===== config.mk =====
export PLATFORM = sky130hd
export DESIGN_NAME = adder_tree_pipe
export DESIGN_NICKNAME = d
export VERILOG_FILES = /design/src/rtl/adder_tree_pkg.sv /design/src/rtl/adder_tree_acc.sv /design/src/rtl/adder_tree_pipe.sv
export SDC_FILE = /design/constraint.sdc
export NUM_CORES = 1
export LEC_CHECK = 0
export BUFFER_PORTS_ARGS = -buffer_cell sky130_fd_sc_hd__buf_2
export CAP_MARGIN = 25
export CORE_UTILIZATION = 41
export DETAILED_ROUTE_END_ITERATION = 10
export MAX_ROUTING_LAYER = met4
export PLACE_DENSITY_LB_ADDON = 0.2
export SLEW_MARGIN = 25
export SYNTH_ARGS = -nofsm -noshare
export SYNTH_HDL_FRONTEND = slang
export SYNTH_SLANG_ARGS = --single-unit

===== constraint.sdc =====
create_clock -name clk -period 13.25 [get_ports clk]
set_input_delay 3.975 -clock clk [delete_from_list [all_inputs] [get_ports clk]]
set_output_delay 3.975 -clock clk [all_outputs]
set_load 0.1 [all_outputs]

===== src/rtl/adder_tree_pkg.sv =====
// Width derivation shared by the adder tree, its accumulator and the bench.
// One definition of the log2 / SUM_W / ACC_W rules keeps all of them in step.
package adder_tree_pkg;

   function automatic int log2(input int n);
      int r;
      r = 0;
      while ((1 << r) < n) r++;
      return r;
   endfunction

   // Each tree level widens by one bit, so the full sum never overflows.
   function automatic int sum_w(input int w_in, input int n_in);
      return w_in + log2(n_in);
   endfunction

   function automatic int acc_w(input int sum_width, input int cnt_w);
      return sum_width + cnt_w;
   endfunction

   typedef enum logic [1:0] {
      ACC_IDLE,
      ACC_CLEAR,
      ACC_ADD,
      ACC_DONE
   } acc_op_e;

endpackage


===== src/rtl/adder_tree_acc.sv =====
// Windowed accumulator behind the adder tree: sums acc_len consecutive tree
// results and pulses acc_valid_o with the total when the window closes.
module adder_tree_acc
   import adder_tree_pkg::*;
#(
   parameter int SUM_W  = 8,
   parameter int CNT_W  = 4,
   localparam int ACC_W = acc_w(SUM_W, CNT_W)
) (
   input  logic             clk,
   input  logic             rst_n,
   input  logic             en_i,
   input  logic [SUM_W-1:0] sum_i,
   input  logic             valid_i,
   input  logic [CNT_W-1:0] acc_len_i,
   input  logic             acc_clr_i,
   output logic [ACC_W-1:0] acc_o,
   output logic             acc_valid_o
);

   logic [CNT_W-1:0] cnt, cnt_n;
   logic [CNT_W-1:0] len_q, len_n;
   logic [ACC_W-1:0] partial, partial_n;
   logic [ACC_W-1:0] acc_n;
   logic             acc_valid_n;

   acc_op_e          op;
   logic             idle;
   logic [CNT_W-1:0] win_len;
   logic [CNT_W-1:0] win_cnt;
   logic [ACC_W-1:0] win_total;

   // The length is only taken from acc_len_i when a window opens.
   assign idle      = (cnt == '0);
   assign win_len   = idle ? acc_len_i : len_q;
   assign win_cnt   = cnt + 1'b1;
   assign win_total = (idle ? '0 : partial) + {{CNT_W{1'b0}}, sum_i};

   // NOTE: every output of a combinational block gets a default before any
   // branch, otherwise an unassigned path infers a latch.
   always_comb begin
      op          = ACC_IDLE;
      cnt_n       = cnt;
      len_n       = len_q;
      partial_n   = partial;
      acc_n       = acc_o;
      acc_valid_n = 1'b0;

      if (acc_clr_i)
         op = ACC_CLEAR;
      else if (valid_i && !(idle && acc_len_i == '0))
         op = (win_cnt == win_len) ? ACC_DONE : ACC_ADD;

      case (op)
         ACC_CLEAR: begin
            cnt_n     = '0;
            partial_n = '0;
         end
         ACC_ADD: begin
            cnt_n     = win_cnt;
            len_n     = win_len;
            partial_n = win_total;
         end
         ACC_DONE: begin
            cnt_n       = '0;
            len_n       = win_len;
            partial_n   = '0;
            acc_n       = win_total;
            acc_valid_n = 1'b1;
         end
         default: ;
      endcase
   end

   // NOTE: sequential state uses non-blocking assignments so every register
   // samples the pre-edge values regardless of statement order.
   always_ff @(posedge clk) begin
      if (!rst_n) begin
         cnt         <= '0;
         len_q       <= '0;
         partial     <= '0;
         acc_o       <= '0;
         acc_valid_o <= 1'b0;
      end else if (en_i) begin
         cnt         <= cnt_n;
         len_q       <= len_n;
         partial     <= partial_n;
         acc_o       <= acc_n;
         acc_valid_o <= acc_valid_n;
      end
   end

endmodule


===== src/rtl/adder_tree_pipe.sv =====
// Pipelined unsigned adder tree: one input register stage plus log2(N_IN)
// pairwise-add stages, followed by a windowed accumulator on the tree output.
module adder_tree_pipe
   import adder_tree_pkg::*;
#(
   parameter int N_IN   = 16,
   parameter int W_IN   = 4,
   parameter int CNT_W  = 4,
   localparam int LG    = log2(N_IN),
   localparam int SUM_W = sum_w(W_IN, N_IN),
   localparam int ACC_W = acc_w(SUM_W, CNT_W)
) (
   input  logic                 clk,
   input  logic                 rst_n,
   input  logic                 en_i,
   input  logic                 valid_i,
   input  logic [N_IN*W_IN-1:0] data_i,
   input  logic [CNT_W-1:0]     acc_len_i,
   input  logic                 acc_clr_i,
   output logic [SUM_W-1:0]     sum_o,
   output logic                 valid_o,
   output logic [ACC_W-1:0]     acc_o,
   output logic                 acc_valid_o
);

   // Stage s holds N_IN>>s operands of W_IN+s bits; valid rides alongside.
   for (genvar s = 0; s <= LG; s++) begin : stg
      localparam int CNT = N_IN >> s;
      localparam int W   = W_IN + s;

      logic [W-1:0] q [CNT];
      logic         v;

      if (s == 0) begin : g_in
         // NOTE: the pipeline arrays are plain registers, not RAM, so they
         // take the synchronous reset like any other flop.
         always_ff @(posedge clk) begin
            if (!rst_n) begin
               for (int i = 0; i < CNT; i++) q[i] <= '0;
               v <= 1'b0;
            end else if (en_i) begin
               for (int i = 0; i < CNT; i++) q[i] <= data_i[i*W_IN +: W_IN];
               v <= valid_i;
            end
         end
      end else begin : g_add
         always_ff @(posedge clk) begin
            if (!rst_n) begin
               for (int i = 0; i < CNT; i++) q[i] <= '0;
               v <= 1'b0;
            end else if (en_i) begin
               for (int i = 0; i < CNT; i++)
                  q[i] <= {1'b0, stg[s-1].q[2*i]} + {1'b0, stg[s-1].q[2*i+1]};
               v <= stg[s-1].v;
            end
         end
      end
   end

   assign sum_o   = stg[LG].q[0];
   assign valid_o = stg[LG].v;

   adder_tree_acc #(
      .SUM_W (SUM_W),
      .CNT_W (CNT_W)
   ) u_acc (
      .clk         (clk),
      .rst_n       (rst_n),
      .en_i        (en_i),
      .sum_i       (sum_o),
      .valid_i     (valid_o),
      .acc_len_i   (acc_len_i),
      .acc_clr_i   (acc_clr_i),
      .acc_o       (acc_o),
      .acc_valid_o (acc_valid_o)
   );

endmodule


## Word level (Yosys, flattened, before mapping)

Memory sizes are Yosys's and may differ from the RTL's.
Cells that the tools add are included.
Widths: inputs -> output; s select.

- Flip-flop bits (word level): 38
- Memory bits (writable): 150
- Output and inout bits: 22
- Memories kept: 5

Memories:

| memory | words | bits a word | rd ports | clocked after Yosys merged registers in | write ports | line | source |
|---|---|---|---|---|---|---|---|
| stg[0].q | 16 | 4 | 16 | 0 | 16 | adder_tree_pipe.sv:31 | `logic [W-1:0] q [CNT];` |
| stg[1].q | 8 | 5 | 8 | 0 | 8 | adder_tree_pipe.sv:31 |  |
| stg[2].q | 4 | 6 | 4 | 0 | 4 | adder_tree_pipe.sv:31 |  |
| stg[3].q | 2 | 7 | 2 | 0 | 2 | adder_tree_pipe.sv:31 |  |
| stg[4].q | 1 | 8 | 1 | 0 | 1 | adder_tree_pipe.sv:31 |  |

- Add/sub/neg operators: 17
- Eq/ne operators: 4
- Multiplexer cells: 44
- Bitwise operators: 30
- Reductions and logical operators: 12

Operators by type and width:

| kind | number |
|---|---|
| $mux 4 | 17 |
| $add 4x4->5 | 8 |
| $mux 5 | 8 |
| $or 1x1->1 | 30 |
| $add 5x5->6 | 4 |
| $mux 6 | 4 |
| $pmux 12 s2 | 1 |
| $add 6x6->7 | 2 |
| $mux 7 | 2 |
| $add 12x8->12 | 1 |
| $mux 12 | 1 |
| $add 7x7->8 | 1 |
| $logic_not 4->1 | 2 |
| $mux 8 | 1 |
| $pmux 4 s2 | 1 |
| $reduce_or 8->1 | 1 |
| $mux 1 | 7 |
| $reduce_and 2->1 | 3 |
| $add 4x1->4 const B | 1 |
| $eq 2x2->1 const B | 2 |
| $eq 4x4->1 | 1 |
| $mux 2 | 2 |
| $reduce_or 2->1 | 2 |
| $eq 2x1->1 const B | 1 |
| 3 further kinds | 4 |

## Logic depth before layout (Yosys ltp)

Gate-level depths: netlist of the first run.

- Word-level depth: 10
- Gate-level depth with buffers: 14
- Depth with buffers taken out: 13

## Modules after synthesis

Synthesis of the first run repeated with hierarchy kept, for this count alone.

- Cells, all modules: 859
- Area total of the unflattened synthesis: 9,960.8 µm²

By module, submodules not included:

| module | instances | cells each | area each (µm²) |
|---|---|---|---|
| adder_tree_pipe | 1 | 629 | 8,034.0 |
| adder_tree_acc | 1 | 230 | 1,926.8 |

## Worst setup path after synthesis of the first run

OpenSTA, ideal clock, no wires.

- Path type: input -> register
- From: input port rst_n
- To: memory stg[0].q[0][0] (netlist name) (enable)
- Arrival: 7.134 ns
- Path slack: 4.854 ns
- Cell stages on the path: 4
- Path buffers: 3
- Path through: clkbuf_1 clkbuf_1 clkbuf_1 nand2_1

RTL lines:

| what | line | source |
|---|---|---|
| from (decl) | adder_tree_pipe.sv:14 | `input logic rst_n,` |
| to (decl) | adder_tree_pipe.sv:31 |  |

==> impl_metrics.tcl, run 1 <==
set metrics [dict create \
    status "complete, no violations" \
    core_area_um2 23470 \
    seq_area_frac_synth_pct 53.79 \
    place_inst 1229 \
    cts_hold_buf 0 \
    worst-path-max-fanout 76 \
    crit_path_frequent_cell "buf_4" \
    rsz0062_at_grt "no" \
    hold_path_class "reg -> reg" \
    initial_utilization_pct 41.70 \
    synth_edf_count 150 \
    cts_tree "yes" \
    yosysTopAreaCellShare_pct 46.02 \
    place_ws_ps 6374 \
    yosysTopAreaCell "edfxtp_1" \
    layout_commonest_cell "edfxtp_1" \
    synthFlopType "edfxtp_1" \
    grt-ovfl-total 0 \
    finalPower_uw 1409 \
    insertion_delay_ps 430 \
    hpwl_um 11090 \
    slowest_stage "buf_4" \
    design_area_um2 11140 \
    ff2ff_path_depth 13 \
    drc 0 \
    routed_wl_um 16430 \
    dr.pass1.iters 4 \
    fp.dieW_um 156.5 \
    fin_ws_ps 6906 \
    yosys.cell_types.count 51 \
    grt_pass1_vias 5955 \
    io_pins 95 \
    min_path_cells 2 \
    area_growth_syn_to_layout_pct 13.84 \
    cts-root-buf "clkbuf_16" \
    pwr_density_cell_nw_per_um2 126.4 \
    postPlaceCellArea_um2 10550 \
    wl_per_cell_um 13.04 \
    grt_pass1_wl_um 27580 \
    die_h_um 156.5 \
    num_antenna_cells 0 \
    ys_ff_latch 188 \
    grt_usage_pct 14.67 \
    cts_resized 0 \
    crit_type "in -> reg" \
    fmax_mhz 157.6 \
    crit_chain "buf_2 -> buf_4 -> inv_1 -> nand2_4 -> buf_4" \
    drt-initial-drc-count 249 \
    period_share_pct 47.88 \
    antenna_found_initial 0 \
    setup-tns-final_ps 0 \
    fin_nets 1099 \
    path_buf_inv 4 \
    fin_worst_skew_ps 9.388 \
    instances_no_fill 1260 \
    slew_viol_final 0 \
    irDropWorstVdd_mv 0.07614 \
    power.leakage_uw 0.004973 \
    drive_above_1_share_pct 14.24 \
    via_per_inst 4.803 \
    ant_nets 0 \
    required_ps 13290 \
    gp_congestion 0.7716 \
    crit_arrival_ps 6390 \
    placementRows 56 \
    vias 6052 \
    drv_cap 0 \
    grt_max_degree 89 \
    relSlewSlack_pct 36.16 \
    htreeDepth 4 \
    worst_setup_path_end_kind "flip-flop" \
    setup_viol 0 \
    synth_area_leaders "edfxtp_1 46%, ha_1 10%, dfxtp_1 7.8%" \
    cts_setup_buffers 0 \
    start_kind "input pin" \
    die_area_um2 24500 \
    cts_buffers 17 \
    avgSynthCellArea_um2 11.57 \
    fin_crit_ps 6344 \
    worst-path-stages 5 \
    ys_async_sr_fraction_pct 0 \
    final_cell_mix "150 x edfxtp_1, 94 x buf_2, 81 x ha_1" \
    cpPeakStageDelay_ps 860 \
    synthesis.nets 1016 \
    synthCells 846 \
    cts_buffer_depth 2 \
    critPathTopFamily "buffers and inverters" \
    synth_area_um2 9788 \
    synth_warnings 0 \
    worstMarginPinSlew_ps 957.7 \
    port-buffer-count 94 \
    clkTransAtPathRegs_ps 70 \
    hold_violations 0 \
    clock_sinks 188 \
]
[tightest hold or removal path: cells and delay by family (launching register included)]
| family | cells | cell delay (ps) |
|---|---|---|
| simple gates | 1 | 50 |
| compound gates | 1 | 50 |
| flops | 1 | 310 |
[cell families (layout without fill, tap and decap cells)]
family | count (synthesis) | after routing | share of synthesized area [%]
compound gates | 144 | 144 | 9.037
xor+xnor | 38 | 38 | 3.554
fa+ha+maj | 97 | 97 | 13.63
buf+inv | 112 | 207 | 4.538
flops | 188 | 188 | 53.79
mux | 12 | 12 | 1.227
simple gates | 255 | 255 | 14.23
[registers in the layout, summed over array words and instances (netlist names)]
signal,cells
u_acc.acc_o,12
u_acc.partial,12
stg.v,4
valid_o,1
u_acc.acc_valid_o,1
u_acc.cnt,4
u_acc.len_q,4
stg.q,150
[Yosys cell counts, types with 3 or more instances]
master    number
mux2i_1       12
inv_1         77
nor2_1        57
buf_2          4
a211oi_1       4
nor3_1        23
xor2_1        24
nand3_1       12
nand2_1       20
a21oi_1       55
nand2b_1       6
a21o_1        22
o21bai_1       3
a22o_1         8
ha_1          81
and2_1        36
clkbuf_1      28
xnor2_1       12
fa_1          16
o21ai_1       14
o21ai_0       23
nor2b_1       34
dfxtp_1       38
and3_1        53
edfxtp_1     150
[final cells by class]
type                       count  area [um^2]
multi-input combinational    546         4089
sequential                   188         5265
fill                        2185        12330
tap                          319        399.1
inverter                      77        289.0
clock inverter                14        167.7
clock buffer                  17        425.4
timing repair buffer          99        508.0
[through the flow]
stage	hold WS, ps	util (%)
6_report	454.1	47.47
5_1_grt	480.3	47.47
4_1_cts	454.5	47.47
3_5_place_dp	445.2	44.95
3_3_place_gp	441.3	44.95
2_1_floorplan	427.0	-
[power breakdown]
part           switching (uW)  internal [uW]
Clock                     222            297
Combinational             109           75.7
Sequential               17.1            688
[path summary, 6_finish.rpt]
path,startpoint,to,slack [ps]
min,u_acc.partial[1],u_acc.partial[1],450
max reg2reg,u_acc.cnt[0],u_acc.partial[10],9670
min reg2reg,u_acc.partial[1],u_acc.partial[1],450
max,en_i,stg[3].q[0][0],6910
[layer usage]
layer  share of wire [%]  global-route usage [%]  vias up
li1                    -                       -     3159
met1                  49                   18.72     2796
met2                  47                   23.68       80
met3                 2.6                   2.382       17
met4                 1.4                   5.042        0
met5                   0                       -        -
No activity file was read; power rests on OpenSTA's default activity.
==> run 2, diff against run 1 <==
clock period = 6.6 ns   (was 13.25 ns; I/O delays follow)
==> run 2 against run 1 <==
Against the previous run: total power up 96%; worst hold slack better by 19 ps; routed wire length up 0.91%; final cell count up 0.24%; first-iteration DRC count up 3.6%; count of clock-buffer cells in the layout up 4.
==> impl_metrics.tcl, run 2 (synthesized netlist as in run 1, its figures left out) <==
set metrics [dict create \
    largest_register_ff_count 150 \
    crit_chain "buf_2 -> buf_4 -> nand2_1 -> a41oi_2 -> a31o_1 -> a22o_1" \
    start_kind "input pin" \
    cts_buffers 17 \
    drive_above_1_share_pct 14.62 \
    htreeDepth 4 \
    fillers 2178 \
    core_area_um2 23470 \
    pwr_density_cell_nw_per_um2 248.1 \
    hold_violations 0 \
    grt_usage_pct 14.86 \
    grt-ovfl-total 0 \
    required_ps 6960 \
    via_per_inst 4.833 \
    placementRows 56 \
    drt-initial-drc-count 258 \
    reg2reg_slack_ps 3000 \
    crit_type "in -> reg" \
    grt_pass1_wl_um 27970 \
    ant_nets 0 \
    dr.pass1.iters 4 \
    cts_buffer_depth 2 \
    fin_crit_ps 3724 \
    rsz0062_at_grt "no" \
    num_antenna_cells 0 \
    hold_path_class "reg -> reg" \
    io_pins 95 \
    drc 0 \
    cts_setup_buffers 0 \
    largest-register "stg.q" \
    cts_resized 0 \
    path_buf_inv 2 \
    clock_sinks 188 \
    routed_wl_um 16580 \
    instances_no_fill 1263 \
    setup_viol 0 \
    drv_cap 0 \
    layout_commonest_cell "edfxtp_1" \
    grt_pass1_vias 6015 \
    setup-tns-final_ps 0 \
    fin_util_pct 47.37 \
    fin_worst_skew_ps 19.55 \
    relSlewSlack_pct 38.40 \
    die_h_um 156.5 \
    worstMarginPinSlew_ps 922.9 \
    power.leakage_uw 0.004971 \
    status "complete, no violations" \
    period_share_pct 56.43 \
    cpPeakStageDelay_ps 680 \
    fin_hold_ws_ps 473.2 \
    cts_tree "yes" \
    worst_setup_path_end_kind "flip-flop" \
    slowest_stage "a41oi_2" \
    fin_nets 1101 \
    wl_per_cell_um 13.13 \
    crit_arrival_ps 4090 \
    area_growth_syn_to_layout_pct 13.60 \
    vias 6104 \
    gp_congestion 0.8071 \
    initial_utilization_pct 41.70 \
    grt_max_degree 72 \
    biggestRegsByFlops "stg.q (150), u_acc.acc_o (12), u_acc.partial (12)" \
    insertion_delay_ps 430 \
    irDropWorstVdd_mv 0.1421 \
    place_inst 1231 \
    hpwl_um 11600 \
    slew_viol_final 0 \
    cts_hold_buf 0 \
    antenna_found_initial 0 \
    final_cell_mix "150 x edfxtp_1, 94 x buf_2, 81 x ha_1" \
    port-buffer-count 94 \
    fmax_mhz 268.5 \
    fp.dieW_um 156.5 \
    worst-path-max-fanout 51 \
    critPathTopFamily "compound AO/OA/AOI/OAI gates" \
    clkTransAtPathRegs_ps 70 \
    cts-root-buf "clkbuf_16" \
    die_area_um2 24500 \
]
-- run 2: cell count changes in the layout (fill, tap and decap cells not counted) --
cell	delta
inv_4	+1
clkbuf_1	+2
buf_4	+2
clkbuf_8	+2
inv_6	-2
clkinv_2	+4
inv_8	-1
clkinv_1	-3
bufinv_16	-2
-- run 2: path summary, 6_finish.rpt --
path | startpoint | endpoint | cells after the start
setup reg to reg | u_acc.cnt[0] | u_acc.partial[10] | 13
hold reg to reg | u_acc.partial[1] | u_acc.partial[1] | 2
setup / recovery | rst_n | u_acc.partial[10] | 6
hold / removal | u_acc.partial[1] | u_acc.partial[1] | 2
-- run 2: cell type report --
cell class	instances	area [um^2]	share of cell area, %
sequential	188	5265	47.35
inverter	77	289.0	2.599
multi-input combinational	546	4089	36.77
clock buffer	21	460.4	4.141
timing repair buffer	101	523.0	4.704
tap	319	399.1	3.590
clock inverter	11	93.84	0.8439
-- run 2: metrics by stage --
| stage | cell area (um^2) | total power [uW] | setup slack, ps |
|---|---|---|---|
| 5_1_grt | 11120 | 2890 | 2643 |
| 2_1_floorplan | 9788 | 1723 | 199.2 |
| 4_1_cts | 11120 | 2790 | 2848 |
| 6_report | 11120 | 2759 | 2876 |
| 3_3_place_gp | 10570 | 1811 | 2458 |
| 3_5_place_dp | 10570 | 1818 | 2397 |
-- run 2: metal layers --
layer	up-vias	global-route usage [%]	part of all wire (%)
li1	3146	-	-
met1	2868	19.11	49
met2	80	23.70	47
met3	10	2.963	2.6
met4	0	4.435	1.0
met5	-	-	0
-- run 2: worst register-to-register path, delay by kind of cell, from the launching register on --
family / cells / cell delay, ps
and+or+nand+nor: 5 / 1430
DFF: 1 / 480
AOI/OAI and AO/OA: 3 / 620
buffers and inverters: 2 / 140
adders and majority gates: 3 / 830
-- run 2: power breakdown --
part | total, uW | switching [uW] | internal (uW)
sequential | 1420 | 35.4 | 1380
clock | 972 | 433 | 539
combinational | 371 | 218 | 153
total | 2760 | 687 | 2070
